==> config.mk <==
export PLATFORM = sky130hd
export DESIGN_NAME = multicycle_control_flat
export DESIGN_NICKNAME = d
export VERILOG_FILES = /design/src/rtl/multicycle_control_if.sv /design/src/rtl/multicycle_control.sv /design/src/flat_wrapper.sv
export SDC_FILE = /design/constraint.sdc
export NUM_CORES = 1
export LEC_CHECK = 0
export CORE_MARGIN = 10
export CORE_UTILIZATION = 42
export CTS_BUF_LIST = sky130_fd_sc_hd__clkbuf_4 sky130_fd_sc_hd__clkbuf_8
export DETAILED_ROUTE_END_ITERATION = 10
export PLACE_DENSITY = 0.86
export SLEW_MARGIN = 20
export SYNTH_ARGS = -nofsm -noshare
export SYNTH_HDL_FRONTEND = slang
export SYNTH_SLANG_ARGS = --single-unit
==> constraint.sdc <==
create_clock -name clk -period 1.8 [get_ports clk]
set_clock_uncertainty 0.05 [all_clocks]
set_input_delay 0.36 -clock clk [delete_from_list [all_inputs] [get_ports clk]]
set_output_delay 0.36 -clock clk [all_outputs]
set_load 0.03 [all_outputs]
==> src/rtl/multicycle_control_if.sv <==
// Bus between the multi-cycle main controller and its datapath.
interface multicycle_control_if #(
  parameter int OPCODE_W = 6,
  parameter int CNT_W    = 16
);
  logic [OPCODE_W-1:0] opcode;
  logic                zero;
  logic                mem_ready;
  logic                pc_write;
  logic                pc_en;
  logic                i_or_d;
  logic                mem_read;
  logic                mem_write;
  logic                ir_write;
  logic                mem_to_reg;
  logic                reg_dst;
  logic                reg_write;
  logic                alu_src_a;
  logic [1:0]          alu_src_b;
  logic [1:0]          alu_op;
  logic [1:0]          pc_source;
  logic                illegal_op;
  logic                instr_done;
  logic [CNT_W-1:0]    instr_count;
  logic [3:0]          state_dbg;

  // Controller side
  modport master (
    input  opcode, zero, mem_ready,
    output pc_write, pc_en, i_or_d, mem_read, mem_write, ir_write,
           mem_to_reg, reg_dst, reg_write, alu_src_a, alu_src_b, alu_op,
           pc_source, illegal_op, instr_done, instr_count, state_dbg
  );

  // Datapath side
  modport slave (
    output opcode, zero, mem_ready,
    input  pc_write, pc_en, i_or_d, mem_read, mem_write, ir_write,
           mem_to_reg, reg_dst, reg_write, alu_src_a, alu_src_b, alu_op,
           pc_source, illegal_op, instr_done, instr_count, state_dbg
  );
endinterface

==> src/rtl/multicycle_control.sv <==
// Multi-cycle MIPS main controller: Moore FSM sequencing each instruction
// over 3-5 cycles, with memory wait states, retired-instruction counter and
// selectable illegal-opcode handling.
module multicycle_control #(
  parameter int OPCODE_W        = 6,
  parameter int CNT_W           = 16,
  parameter bit MEM_HANDSHAKE   = 1'b1,
  parameter bit TRAP_ON_ILLEGAL = 1'b1
) (
  input  logic clk,
  input  logic rst_n,
  multicycle_control_if.master bus
);

  typedef enum logic [3:0] {
    S_FETCH    = 4'd0,
    S_DECODE   = 4'd1,
    S_MEM_ADDR = 4'd2,
    S_MEM_RD   = 4'd3,
    S_LW_WB    = 4'd4,
    S_MEM_WR   = 4'd5,
    S_EXEC_R   = 4'd6,
    S_R_WB     = 4'd7,
    S_BRANCH   = 4'd8,
    S_ADDI_EX  = 4'd9,
    S_ADDI_WB  = 4'd10,
    S_JUMP     = 4'd11,
    S_TRAP     = 4'd12,
    S_RSV13    = 4'd13,
    S_RSV14    = 4'd14,
    S_RSV15    = 4'd15
  } state_t;

  localparam logic [OPCODE_W-1:0] OP_RTYPE = OPCODE_W'(6'b000000);
  localparam logic [OPCODE_W-1:0] OP_LW    = OPCODE_W'(6'b100011);
  localparam logic [OPCODE_W-1:0] OP_SW    = OPCODE_W'(6'b101011);
  localparam logic [OPCODE_W-1:0] OP_BEQ   = OPCODE_W'(6'b000100);
  localparam logic [OPCODE_W-1:0] OP_ADDI  = OPCODE_W'(6'b001000);
  localparam logic [OPCODE_W-1:0] OP_J     = OPCODE_W'(6'b000010);

  state_t           r_state;
  state_t           w_next;
  logic [CNT_W-1:0] r_count;
  logic             r_illegal;

  logic w_ready;
  logic w_is_r, w_is_lw, w_is_sw, w_is_beq, w_is_addi, w_is_j, w_illegal;
  logic w_retire;

  logic       w_pc_write, w_i_or_d, w_mem_read, w_mem_write, w_ir_write;
  logic       w_mem_to_reg, w_reg_dst, w_reg_write, w_alu_src_a, w_branch_cond;
  logic [1:0] w_alu_src_b, w_alu_op, w_pc_source;

  assign w_ready   = MEM_HANDSHAKE ? bus.mem_ready : 1'b1;
  assign w_is_r    = (bus.opcode == OP_RTYPE);
  assign w_is_lw   = (bus.opcode == OP_LW);
  assign w_is_sw   = (bus.opcode == OP_SW);
  assign w_is_beq  = (bus.opcode == OP_BEQ);
  assign w_is_addi = (bus.opcode == OP_ADDI);
  assign w_is_j    = (bus.opcode == OP_J);
  assign w_illegal = ~(w_is_r | w_is_lw | w_is_sw | w_is_beq | w_is_addi | w_is_j);

  // State register with synchronous reset taking priority over every transition
  always_ff @(posedge clk) begin
    if (!rst_n) r_state <= S_FETCH;
    else        r_state <= w_next;
  end

  // Next-state decode
  always_comb begin
    w_next = S_FETCH;
    case (r_state)
      S_FETCH:    w_next = w_ready ? S_DECODE : S_FETCH;
      S_DECODE: begin
        if (w_is_lw || w_is_sw) w_next = S_MEM_ADDR;
        else if (w_is_r)        w_next = S_EXEC_R;
        else if (w_is_beq)      w_next = S_BRANCH;
        else if (w_is_addi)     w_next = S_ADDI_EX;
        else if (w_is_j)        w_next = S_JUMP;
        else                    w_next = TRAP_ON_ILLEGAL ? S_TRAP : S_FETCH;
      end
      S_MEM_ADDR: w_next = w_is_lw ? S_MEM_RD : S_MEM_WR;
      S_MEM_RD:   w_next = w_ready ? S_LW_WB : S_MEM_RD;
      S_LW_WB:    w_next = S_FETCH;
      S_MEM_WR:   w_next = w_ready ? S_FETCH : S_MEM_WR;
      S_EXEC_R:   w_next = S_R_WB;
      S_R_WB:     w_next = S_FETCH;
      S_BRANCH:   w_next = S_FETCH;
      S_ADDI_EX:  w_next = S_ADDI_WB;
      S_ADDI_WB:  w_next = S_FETCH;
      S_JUMP:     w_next = S_FETCH;
      S_TRAP:     w_next = S_TRAP;
      default:    w_next = S_FETCH;
    endcase
  end

  // Moore control outputs; only the FETCH loads of IR/PC wait on mem_ready
  always_comb begin
    w_pc_write    = 1'b0;
    w_i_or_d      = 1'b0;
    w_mem_read    = 1'b0;
    w_mem_write   = 1'b0;
    w_ir_write    = 1'b0;
    w_mem_to_reg  = 1'b0;
    w_reg_dst     = 1'b0;
    w_reg_write   = 1'b0;
    w_alu_src_a   = 1'b0;
    w_branch_cond = 1'b0;
    w_alu_src_b   = 2'b00;
    w_alu_op      = 2'b00;
    w_pc_source   = 2'b00;
    case (r_state)
      S_FETCH: begin
        w_mem_read  = 1'b1;
        w_alu_src_b = 2'b01;
        w_ir_write  = w_ready;
        w_pc_write  = w_ready;
      end
      S_DECODE:   w_alu_src_b = 2'b11;
      S_MEM_ADDR: begin
        w_alu_src_a = 1'b1;
        w_alu_src_b = 2'b10;
      end
      S_MEM_RD: begin
        w_mem_read = 1'b1;
        w_i_or_d   = 1'b1;
      end
      S_LW_WB: begin
        w_reg_write  = 1'b1;
        w_mem_to_reg = 1'b1;
      end
      S_MEM_WR: begin
        w_mem_write = 1'b1;
        w_i_or_d    = 1'b1;
      end
      S_EXEC_R: begin
        w_alu_src_a = 1'b1;
        w_alu_op    = 2'b10;
      end
      S_R_WB: begin
        w_reg_write = 1'b1;
        w_reg_dst   = 1'b1;
      end
      S_BRANCH: begin
        w_alu_src_a   = 1'b1;
        w_alu_op      = 2'b01;
        w_pc_source   = 2'b01;
        w_branch_cond = 1'b1;
      end
      S_ADDI_EX: begin
        w_alu_src_a = 1'b1;
        w_alu_src_b = 2'b10;
      end
      S_ADDI_WB:  w_reg_write = 1'b1;
      S_JUMP: begin
        w_pc_write  = 1'b1;
        w_pc_source = 2'b10;
      end
      default: ;
    endcase
  end

  // Retirement: the cycle in which the FSM commits back to FETCH; masked by
  // reset so an aborted instruction never reports completion
  always_comb begin
    w_retire = 1'b0;
    case (r_state)
      S_LW_WB, S_R_WB, S_BRANCH, S_ADDI_WB, S_JUMP: w_retire = 1'b1;
      S_MEM_WR: w_retire = w_ready;
      S_DECODE: w_retire = w_illegal & ~TRAP_ON_ILLEGAL;
      default:  w_retire = 1'b0;
    endcase
    w_retire = w_retire & rst_n;
  end

  // Retired-instruction counter (wraps) and sticky illegal-opcode flag
  always_ff @(posedge clk) begin
    if (!rst_n) begin
      r_count   <= '0;
      r_illegal <= 1'b0;
    end else begin
      if (w_retire) r_count <= r_count + CNT_W'(1);
      if (r_state == S_DECODE && w_illegal) r_illegal <= 1'b1;
    end
  end

  assign bus.pc_write    = w_pc_write;
  assign bus.pc_en       = w_pc_write | (w_branch_cond & bus.zero);
  assign bus.i_or_d      = w_i_or_d;
  assign bus.mem_read    = w_mem_read;
  assign bus.mem_write   = w_mem_write;
  assign bus.ir_write    = w_ir_write;
  assign bus.mem_to_reg  = w_mem_to_reg;
  assign bus.reg_dst     = w_reg_dst;
  assign bus.reg_write   = w_reg_write;
  assign bus.alu_src_a   = w_alu_src_a;
  assign bus.alu_src_b   = w_alu_src_b;
  assign bus.alu_op      = w_alu_op;
  assign bus.pc_source   = w_pc_source;
  assign bus.illegal_op  = r_illegal;
  assign bus.instr_done  = w_retire;
  assign bus.instr_count = r_count;
  assign bus.state_dbg   = r_state;

endmodule

==> src/flat_wrapper.sv <==
// flat-port wrapper written by rule: the top's interface ports become plain ports
module multicycle_control_flat 
#(
  parameter int OPCODE_W        = 6,
  parameter int CNT_W           = 16,
  parameter bit MEM_HANDSHAKE   = 1'b1,
  parameter bit TRAP_ON_ILLEGAL = 1'b1
)
  (clk, rst_n, bus_opcode, bus_zero, bus_mem_ready, bus_pc_write, bus_pc_en, bus_i_or_d, bus_mem_read, bus_mem_write, bus_ir_write, bus_mem_to_reg, bus_reg_dst, bus_reg_write, bus_alu_src_a, bus_alu_src_b, bus_alu_op, bus_pc_source, bus_illegal_op, bus_instr_done, bus_instr_count, bus_state_dbg);
  multicycle_control_if #(.OPCODE_W(OPCODE_W), .CNT_W(CNT_W)) bus_i ();
  input  logic clk;
  input  logic rst_n;
  input wire logic [$bits(bus_i.opcode)-1:0] bus_opcode;
  input wire logic [$bits(bus_i.zero)-1:0] bus_zero;
  input wire logic [$bits(bus_i.mem_ready)-1:0] bus_mem_ready;
  output wire logic [$bits(bus_i.pc_write)-1:0] bus_pc_write;
  output wire logic [$bits(bus_i.pc_en)-1:0] bus_pc_en;
  output wire logic [$bits(bus_i.i_or_d)-1:0] bus_i_or_d;
  output wire logic [$bits(bus_i.mem_read)-1:0] bus_mem_read;
  output wire logic [$bits(bus_i.mem_write)-1:0] bus_mem_write;
  output wire logic [$bits(bus_i.ir_write)-1:0] bus_ir_write;
  output wire logic [$bits(bus_i.mem_to_reg)-1:0] bus_mem_to_reg;
  output wire logic [$bits(bus_i.reg_dst)-1:0] bus_reg_dst;
  output wire logic [$bits(bus_i.reg_write)-1:0] bus_reg_write;
  output wire logic [$bits(bus_i.alu_src_a)-1:0] bus_alu_src_a;
  output wire logic [$bits(bus_i.alu_src_b)-1:0] bus_alu_src_b;
  output wire logic [$bits(bus_i.alu_op)-1:0] bus_alu_op;
  output wire logic [$bits(bus_i.pc_source)-1:0] bus_pc_source;
  output wire logic [$bits(bus_i.illegal_op)-1:0] bus_illegal_op;
  output wire logic [$bits(bus_i.instr_done)-1:0] bus_instr_done;
  output wire logic [$bits(bus_i.instr_count)-1:0] bus_instr_count;
  output wire logic [$bits(bus_i.state_dbg)-1:0] bus_state_dbg;
  assign bus_i.opcode = bus_opcode;
  assign bus_i.zero = bus_zero;
  assign bus_i.mem_ready = bus_mem_ready;
  assign bus_pc_write = bus_i.pc_write;
  assign bus_pc_en = bus_i.pc_en;
  assign bus_i_or_d = bus_i.i_or_d;
  assign bus_mem_read = bus_i.mem_read;
  assign bus_mem_write = bus_i.mem_write;
  assign bus_ir_write = bus_i.ir_write;
  assign bus_mem_to_reg = bus_i.mem_to_reg;
  assign bus_reg_dst = bus_i.reg_dst;
  assign bus_reg_write = bus_i.reg_write;
  assign bus_alu_src_a = bus_i.alu_src_a;
  assign bus_alu_src_b = bus_i.alu_src_b;
  assign bus_alu_op = bus_i.alu_op;
  assign bus_pc_source = bus_i.pc_source;
  assign bus_illegal_op = bus_i.illegal_op;
  assign bus_instr_done = bus_i.instr_done;
  assign bus_instr_count = bus_i.instr_count;
  assign bus_state_dbg = bus_i.state_dbg;
  multicycle_control #(.OPCODE_W(OPCODE_W), .CNT_W(CNT_W), .MEM_HANDSHAKE(MEM_HANDSHAKE), .TRAP_ON_ILLEGAL(TRAP_ON_ILLEGAL)) u_core (.clk(clk), .rst_n(rst_n), .bus(bus_i));
endmodule
==> results of run 1 <==
metal layers:
layer	track usage [%]	up-vias
li1	-	842
met1	18.13	882
met2	26.17	103
met3	3.456	18
met4	3.102	0
met5	0	-
through the flow:
step | cell area (um^2) | power [mW] | std cells | TNS [ns] | hold slack, ns
floorplan | 1506 | 0.7646 | 188 | -0.3105 | 0.4657
global placement | 2192 | 0.9618 | 303 | -5.674 | 0.3864
CTS | 2305 | 1.230 | 310 | -0.7630 | 0.4121
detailed placement | 2192 | 0.9703 | 303 | -6.585 | 0.3849
global route | 2517 | 1.379 | 316 | -1.865 | 0.3994
finish | 2517 | 1.335 | 316 | -1.243 | 0.3765
final timing paths:
check | from | to | slack [ns] | cells after the start
max | u_core.bus.state_dbg[0] | bus_pc_en | -0.18 | 5
min | rst_n | u_core.bus.instr_count[15] | 0.38 | 3
max reg2reg | u_core.bus.state_dbg[0] | u_core.bus.instr_count[7] | -0.08 | 7
min reg2reg | u_core.bus.illegal_op | u_core.bus.illegal_op | 0.41 | 2
cells by family after synthesis:
logic type	count (synthesis)
AND/OR/NAND/NOR	103
AO/OA/AOI/OAI	31
flip-flops	21
buffers and inverters	17
XOR/XNOR	9
multiplexers	6
adder cells (fa/ha/maj)	1
flip-flops by register name, summed over array words and instances (netlist names):
name                    cells
u_core.bus.illegal_op       1
u_core.bus.instr_count     16
u_core.bus.state_dbg        4
cells in the mapped netlist, types with 2 or more instances:
library cell / number / area (um^2)
o21ai_0: 6 / 30.03
or4_1: 4 / 30.03
nor2b_1: 5 / 31.28
xnor2_1: 5 / 43.79
o21a_1: 2 / 15.01
and3_1: 3 / 18.77
o31ai_1: 3 / 22.52
clkbuf_1: 7 / 26.28
nand2_1: 16 / 60.06
mux2i_1: 6 / 60.06
nand4_1: 5 / 31.28
dfxtp_1: 21 / 420.4
a21o_1: 3 / 22.52
nand3_1: 9 / 45.04
nand2b_1: 9 / 56.30
inv_1: 5 / 18.77
nor3_1: 11 / 55.05
xor2_1: 4 / 35.03
a31oi_1: 2 / 12.51
buf_2: 2 / 10.01
nor2_1: 27 / 101.4
a21oi_1: 6 / 30.03
nor4_1: 6 / 37.54
o22ai_1: 2 / 12.51
tightest hold or removal path: cells and delay by family:
| family | cells | cell delay, ns |
|---|---|---|
| buffers and inverters | 1 | 0.20 |
| multiplexers | 1 | 0.06 |
| AND/OR/NAND/NOR | 1 | 0.10 |
what timing repair did:
action | 4_1_cts | 5_1_grt
pin swaps | 3 | 12
buffers inserted | 3 | 6
gates resized for setup | 49 | 44
endpoints found under the setup margin | 38 | 28
power by group through the flow:
stage	registers [mW]	logic [mW]	clock network, mW
CTS	0.488	0.504	0.237
floorplan	0.522	0.243	0
global placement	0.498	0.464	0
detailed placement	0.498	0.472	0
global route	0.495	0.622	0.262
finish	0.493	0.594	0.249
area by class of cell:
cell class | instances | area [um^2]
inverters | 5 | 22.52
multi-input cells | 150 | 1104
flip-flops and latches | 21 | 452.9
clock buffers | 3 | 22.52
clock inverters | 1 | 5.005
well taps | 44 | 55.05
repair buffers | 92 | 855.8
fillers | 201 | 585.6
==> results.json, run 1 <==
{
  "outcome": "complete, but fails checks",
  "violations": "setup timing",
  "post-route-worst-setup-slack_ns": -0.1780,
  "synth_simple_gate_area_share_pct": 38.23,
  "largest_family_of_logic_cells_by_synthesized_area": "simple AND/OR/NAND/NOR gates",
  "seqPwrFrac_pct": 36.9,
  "dieArea_um2": 6003,
  "drc_violation_count_after_routing": 0,
  "tightest_hold_check_type": "input port to flop",
  "power.density_cell_area_nw_per_um2": 530.5,
  "postRouteWirelength_mm": 6.054,
  "initial_utilization_pct": 44.72,
  "drt_first_pass_iters": 6,
  "timing.final.max_slew_violations": 0,
  "setup_viol": 15,
  "clk_pin_slew_worst_paths_ns": 0.13,
  "setup.worst_path.end_class": "output port",
  "critical_path.top_delay_family": "simple AND/OR/NAND/NOR gates",
  "post_synth.cell_area_avg_um2": 7.381,
  "slew-limit-headroom_pct": 70.95,
  "slowest_stage": "dfxtp_4",
  "number_of_flops_mapped_to_enable_cells_by_yosys": 0,
  "fmaxAchievable_mhz": 505.6,
  "first_iter_violations": 167,
  "preCtsSetupSlack_ns": -0.5380,
  "syn-instance-count": 188,
  "globalplace.congestion": 0.8376,
  "total_nets_after_synthesis": 199,
  "final_core_utilization_pct": 81.13,
  "route.antenna.remaining_nets": 0,
  "crit_path_cell_trace": "nor2_4, and3_4, or2_4, a21o_1, buf_6",
  "critPathRequiredTime_ns": 1.39,
  "diodes": 0,
  "clock_tree.buffer_depth": 2,
  "timing.critical_path.fanout_max": 5,
  "arrival_ns": 1.57,
  "cts_inserted_buffers": 3,
  "grt_pass1_wl_mm": 7.700,
  "setup_repair_after_global_routing_missed_its_margin": "true",
  "ys_warn_count": 0,
  "clock_latency_late_sink_ns": 0.32,
  "io-pin-count": 48,
  "routed.top_layer": "met4",
  "cp_slowest_stage_delay_ns": 0.42,
  "post_route_cells_drive_above_1_share_pct": 41.18,
  "period_share_pct": 109.9,
  "path_class": "flop to output port",
  "final_hold_viol_count": 0,
  "route.detailed.wl_per_inst_um": 19.16,
  "clock_tree.root_cell": "clkbuf_4",
  "clockPowerShare_pct": 18.6,
  "io_buffers": 47,
  "first_global_vias": 1605,
  "groute.usage.overall_pct": 14.94,
  "number_of_antenna_violations_at_the_first_check_in_global_routing": 0,
  "asyncSetResetFlopFracSynth_pct": 0,
  "rows": 20,
  "switching_share_pct": 38.19,
  "clock_tree_from_tritoncts": "built",
  "h-tree-depth": 1,
  "grt_remaining_overflow": 0,
  "synth_compound_gate_area_share_pct": 14.97,
  "power.combinational.fraction_pct": 44.5,
  "place_hpwl_mm": 3.426,
  "share_of_the_yosys_chip_area_belonging_to_registers_pct": 30.30,
  "clkSinkCount": 21,
  "placeable_core_region_um2": 3103,
  "total_switching_power_uw": 510.0,
  "die_height_um": 77.48,
  "number_of_hold_buffers_added_after_cts": 0,
  "wl_met3_um": 399,
  "synth_fa_ha_area_share_pct": 0.9017,
  "most-common-layout-cells": "buf_4, buf_6, nor2_1",
  "power_report.internal_total_uw": 825.4,
  "worstPathBufferInverterCount": 1,
  "synth.mux.area_fraction_pct": 4.328,
  "timing.final.crit_period_ns": 1.978,
  "synth_area_in_xor_xnor_pct": 5.681,
  "floorplan.die.width_um": 77.48,
  "timing.critical_path.from_type": "flop",
  "drt-met1-wl_mm": 2.311,
  "synth-seq-cells": 21,
  "final_common_cell": "buf_4",
  "areaGrowthSynthToFinish_pct": 81.42,
  "synth_cell_type_count": 43,
  "power.ir.vdd_worst_v": 0.0005400,
  "drv.max_cap_violation_count": 0,
  "met2_length_mm": 3.233,
  "post_synth_instance_area_um2": 1388,
  "tightestPinTransition_ns": 0.4318,
  "leading_register_cell_type_out_of_synthesis": "dfxtp_1",
  "via_count": 1845,
  "grt_start_max_net_pins": 16,
  "p_leak_nw": 1.143,
  "final_net_count": 284,
  "drt_via_density": 5.839
}
Power figures use the tool's default switching activity.
==> run 2, diff against run 1 <==
--- a/config.mk
+++ b/config.mk
@@ -6,10 +6,10 @@
 export NUM_CORES = 1
 export LEC_CHECK = 0
 export CORE_MARGIN = 10
-export CORE_UTILIZATION = 42
+export CORE_UTILIZATION = 50
 export CTS_BUF_LIST = sky130_fd_sc_hd__clkbuf_4 sky130_fd_sc_hd__clkbuf_8
 export DETAILED_ROUTE_END_ITERATION = 10
-export PLACE_DENSITY = 0.86
+export PLACE_DENSITY = 0.95
 export SLEW_MARGIN = 20
 export SYNTH_ARGS = -nofsm -noshare
 export SYNTH_HDL_FRONTEND = slang
==> constraint.sdc (replaced) <==
create_clock -name clk -period 2.54 [get_ports clk]
set_clock_uncertainty 0.05 [all_clocks]
set_input_delay 0.508 -clock clk [delete_from_list [all_inputs] [get_ports clk]]
set_output_delay 0.508 -clock clk [all_outputs]
set_load 0.03 [all_outputs]
==> run 2 against run 1 <==
- the run now ends clean
- register-to-register slack better by 0.61 ns
- sequential power down 28%
- setup slack better by 0.24 ns
==> results.json, run 2 (same netlist as run 1, synthesis figures left out) <==
{
  "diodes": 0,
  "drt_first_pass_iters": 4,
  "power.ir.vdd_worst_v": 0.0004513,
  "grt_util_met1_pct": 18.08,
  "slowest_stage": "clkdlybuf4s50_1",
  "final.fill_count": 213,
  "first_global_vias": 1443,
  "io-pin-count": 48,
  "initial_utilization_pct": 51.20,
  "groute.usage.overall_pct": 14.98,
  "clock_tree_from_tritoncts": "built",
  "path_class": "flop to output port",
  "timing.critical_path.fanout_max": 9,
  "post_route_cells_drive_above_1_share_pct": 10.46,
  "power.density_cell_area_nw_per_um2": 409.4,
  "setup_repair_after_global_routing_missed_its_margin": "false",
  "drt_via_density": 5.744,
  "clock_latency_late_sink_ns": 0.31,
  "grt_busiest_layer": "met2",
  "final_net_count": 251,
  "timing.critical_path.from_type": "flop",
  "fmaxAchievable_mhz": 404.1,
  "die_height_um": 72.68,
  "dieArea_um2": 5282,
  "drc_violation_count_after_routing": 0,
  "period_share_pct": 97.42,
  "placed_cells_incl_taps": 266,
  "setup.worst_path.end_class": "output port",
  "final_hold_viol_count": 0,
  "clock_tree.root_cell": "clkbuf_4",
  "via_count": 1551,
  "cp_slowest_stage_delay_ns": 0.69,
  "number_of_antenna_violations_at_the_first_check_in_global_routing": 0,
  "first_iter_violations": 139,
  "stdcell_count": 270,
  "final_core_utilization_pct": 72.48,
  "grt_start_max_net_pins": 13,
  "timing.final.crit_period_ns": 2.475,
  "number_of_hold_buffers_added_after_cts": 0,
  "rows": 19,
  "critPathRequiredTime_ns": 1.98,
  "arrival_ns": 1.92,
  "postRouteWirelength_mm": 3.960,
  "areaGrowthSynthToFinish_pct": 41.57,
  "worstPathBufferInverterCount": 1,
  "critical_path.top_delay_family": "buffers and inverters",
  "most-common-layout-cells": "clkdlybuf4s50_1, nor2_1, dfxtp_1",
  "slew-limit-headroom_pct": 73.08,
  "seqCellArea_um2": 422.9,
  "timing.final.max_slew_violations": 0,
  "clk_pin_slew_worst_paths_ns": 0.12,
  "clock_tree.buffer_depth": 2,
  "drv.max_cap_violation_count": 0,
  "tightestPinTransition_ns": 0.4001,
  "clkSinkCount": 21,
  "globalplace.congestion": 0.8673,
  "p_leak_nw": 0.7476,
  "grt.met3_usage_pct": 4.082,
  "multi_input_area_um2": 897.1,
  "final_total_power_uw": 804.2,
  "largest_reg_flops": 16,
  "grt_pass1_wl_mm": 6.651,
  "route.detailed.wl_per_inst_um": 14.67,
  "io_buffers": 47,
  "crit_path_cell_trace": "nand2b_1, and3_1, clkdlybuf4s50_1",
  "h-tree-depth": 1,
  "tightest_hold_check_type": "flop to flop",
  "place_hpwl_mm": 3.199,
  "route.antenna.remaining_nets": 0,
  "cts_inserted_buffers": 3,
  "final_common_cell": "clkdlybuf4s50_1",
  "setup_viol": 0,
  "floorplan.die.width_um": 72.68,
  "post_dp_cell_area_um2": 1933,
  "outcome": "complete, no violations",
  "post-route-cell-area_um2": 1964,
  "use_met2_pct": 25.05,
  "grt_remaining_overflow": 0,
  "placeable_core_region_um2": 2710
}
run 2: cell count changes in the layout (fill, tap and decap cells not counted), sizes merged, moves of 2 or more:
cell / change
clkdlybuf4s15: -2
dlygate4sd2: -13
clkdlybuf4s50: +33
dlymetal6s2s: -2
buf: -48
run 2: per-stage QoR:
step           setup WS [ns]  setup TNS (ns)  hold WS [ns]
6_report             0.06548               0        0.4071
5_1_grt             0.005300               0        0.4404
4_1_cts              0.02348               0        0.4133
3_5_place_dp         -0.1547         -0.1735        0.3925
3_3_place_gp         -0.1243         -0.1243        0.3879
2_1_floorplan        0.01712               0        0.5205
run 2: timing repair:
action / CTS / global route
setup buffers: 0 / 0
resized for setup: 5 / 2
endpoints found under the setup margin: 4 / 2
run 2: per-layer routing:
| metal | vias to the layer above | wire length (um) |
|---|---|---|
| met3 | 10 | 276 |
| li1 | 775 | - |
| met2 | 58 | 1904 |
| met1 | 708 | 1685 |
| met5 | - | 0 |
| met4 | 0 | 93 |
run 2: worst paths after layout:
path,startpoint,to,slack (ns),depth (start not counted)
max reg2reg,u_core.bus.state_dbg[0],u_core.bus.instr_count[14],0.53,6
min,u_core.bus.illegal_op,u_core.bus.illegal_op,0.41,2
max,u_core.bus.state_dbg[0],bus_mem_read,0.07,3
min reg2reg,u_core.bus.illegal_op,u_core.bus.illegal_op,0.41,2
run 2: where the power goes:
part	total (mW)	internal (mW)	switching, mW
Combinational	0.290	0.120	0.170
Clock	0.158	0.0587	0.0996
Sequential	0.355	0.340	0.0155
run 2: worst min-delay path, cell delays in order, from the launching register on:
cell and delay, ns:
dfxtp_1 0.33, inv_1 0.05, a21oi_1 0.05
run 2: layout make-up:
cell class                 instances  area share [%]
multi-input combinational        150           45.67
timing repair buffer              59           28.47
sequential                        21           21.53
tap                               31           1.975
clock buffer                       3           1.146
inverter                           5          0.9554
clock inverter                     1          0.2548
==> run 3, diff against run 2 <==
--- a/config.mk
+++ b/config.mk
@@ -5,7 +5,6 @@
 export SDC_FILE = /design/constraint.sdc
 export NUM_CORES = 1
 export LEC_CHECK = 0
-export CORE_MARGIN = 10
 export CORE_UTILIZATION = 50
 export CTS_BUF_LIST = sky130_fd_sc_hd__clkbuf_4 sky130_fd_sc_hd__clkbuf_8
 export DETAILED_ROUTE_END_ITERATION = 10
==> run 3 against run 2 <==
- register-to-register slack got worse by 0.13 ns
- first-iteration DRC count decreased by 65%
- clock power rose by 6%
- flip-flop and latch count unchanged
- final area is 0.26% higher
- global-route usage up 11 points
- largest power group unchanged
- highest routed layer unchanged
==> results.json, run 3 (same netlist as run 1, synthesis figures left out) <==
{
  "outcome": "complete, no violations",
  "cts_inserted_buffers": 3,
  "ff2ff_setup_slack_ns": 0.40,
  "grt_pass1_wl_mm": 5.740,
  "most-common-layout-cells": "clkdlybuf4s50_1, nor2_1, dfxtp_1",
  "die_height_um": 54.68,
  "r2r-start": "u_core.bus.state_dbg[0]",
  "diodes": 0,
  "clock_tree.root_cell": "clkbuf_4",
  "arrival_ns": 1.91,
  "initial_utilization_pct": 54.52,
  "r2r-end": "u_core.bus.instr_count[13]",
  "final_common_cell": "clkdlybuf4s50_1",
  "rows": 18,
  "floorplan.die.width_um": 54.68,
  "drt_first_pass_iters": 6,
  "first_global_vias": 1307,
  "final_hold_viol_count": 0,
  "placeable_core_region_um2": 2545,
  "post_cts.repair.setup_buffers": 0,
  "clkSinkCount": 21,
  "tightestPinTransition_ns": 0.3954,
  "dieArea_um2": 2990,
  "drv.max_cap_violation_count": 0,
  "fmaxAchievable_mhz": 404.8,
  "clock_tree_from_tritoncts": "built",
  "setup_viol": 0,
  "p_leak_nw": 0.7984,
  "route.detailed.wl_per_inst_um": 13.57,
  "post-route-worst-setup-slack_ns": 0.06993,
  "post_route_cells_drive_above_1_share_pct": 10.04,
  "place_hpwl_mm": 2.771,
  "globalplace.congestion": 0.8568,
  "slowest_stage": "clkdlybuf4s50_1",
  "via_count": 1560,
  "first_iter_violations": 48,
  "timing.final.max_slew_violations": 0,
  "cp_slowest_stage_delay_ns": 0.41,
  "clk_pin_slew_worst_paths_ns": 0.13,
  "grt_remaining_overflow": 0,
  "setup.worst_path.end_class": "output port",
  "io_buffers": 47,
  "timing.critical_path.from": "bus_mem_ready",
  "power.ir.vdd_worst_v": 0.0005324,
  "largest_reg_flops": 16,
  "slew-limit-headroom_pct": 73.40,
  "path_class": "input port to output port",
  "route.antenna.remaining_nets": 0,
  "post_dp_cell_area_um2": 1932,
  "setup_repair_after_global_routing_missed_its_margin": "false",
  "preCtsSetupSlack_ns": -0.1605,
  "clock_tree.buffer_depth": 2,
  "final_net_count": 251,
  "clock_latency_late_sink_ns": 0.31,
  "postRouteWirelength_mm": 3.650,
  "h-tree-depth": 1,
  "critPathRequiredTime_ns": 1.98,
  "io-pin-count": 48,
  "drt_via_density": 5.799,
  "areaGrowthSynthToFinish_pct": 41.93,
  "worst_r2r_path_depth": 7,
  "worst_setup_path_endpoint": "bus_pc_en",
  "timing.critical_path.from_type": "input port",
  "tightest_hold_check_type": "flop to flop",
  "number_of_hold_buffers_added_after_cts": 0,
  "period_share_pct": 97.25,
  "timing.critical_path.fanout_max": 2,
  "grt_start_max_net_pins": 19,
  "groute.usage.overall_pct": 26.44,
  "timing.final.crit_period_ns": 2.470,
  "post-route-cell-area_um2": 1969,
  "crit_path_cell_trace": "clkdlybuf4s50_1, and3_1, or2_2, a21o_1, dlygate4sd2_1",
  "drc_violation_count_after_routing": 0,
  "number_of_antenna_violations_at_the_first_check_in_global_routing": 0,
  "power.density_cell_area_nw_per_um2": 410.2
}
## run 3: worst min path at each step
stage                                          start                          to  slack, ns  cells past startpoint
after floorplan                u_core.bus.illegal_op       u_core.bus.illegal_op       0.52                      2
after global placement         u_core.bus.illegal_op       u_core.bus.illegal_op       0.39                      2
after detailed placement       u_core.bus.illegal_op       u_core.bus.illegal_op       0.40                      2
after CTS                      u_core.bus.illegal_op       u_core.bus.illegal_op       0.42                      2
after global routing      u_core.bus.instr_count[15]  u_core.bus.instr_count[15]       0.46                      2
final                          u_core.bus.illegal_op       u_core.bus.illegal_op       0.41                      2
## run 3: area by class of cell
class | instances | area, um^2
Clock buffer | 3 | 22.52
Clock inverter | 1 | 7.507
Fill cell | 192 | 575.6
Inverter | 5 | 18.77
Multi-Input combinational cell | 150 | 897.1
Sequential cell | 21 | 421.7
Tap cell | 30 | 37.54
Timing Repair Buffer | 59 | 564.3
## run 3: repair_timing
action	in CTS	in global routing
gates resized for setup	6	5
hold endpoints to repair	0	0
setup endpoints to repair	6	5
pin swaps	0	0
## run 3: metal layers
layer | global-route usage, % | share of wire (%)
met3 | 5.556 | 5.0
met2 | 44.58 | 49
met4 | 6.410 | 1.1
met1 | 33.83 | 45
met5 | 0 | 0
## run 3: worst max-delay path, delay by kind of cell
family	cells	cell delay [ns]
and+or+nand+nor	2	0.47
buffers and inverters	2	0.77
AOI/OAI and AO/OA	1	0.16
## run 3: power by group
| part | internal, mW | total, mW | switching, mW |
|---|---|---|---|
| clock network | 0.0601 | 0.167 | 0.107 |
| logic | 0.118 | 0.290 | 0.172 |
| registers | 0.340 | 0.351 | 0.0109 |
| total | 0.517 | 0.808 | 0.290 |
## run 3: through the flow
step	power (mW)	std cells	util, %	setup TNS (ns)	hold WS [ns]
after CTS	0.8100	269	76.89	0	0.4231
after detailed placement	0.6549	265	75.91	-0.1605	0.4003
after global routing	0.8523	269	77.38	0	0.4590
after global placement	0.6466	265	75.91	-0.1171	0.3867
final	0.8078	269	77.38	0	0.4144
after floorplan	0.5317	188	-	0	0.5205
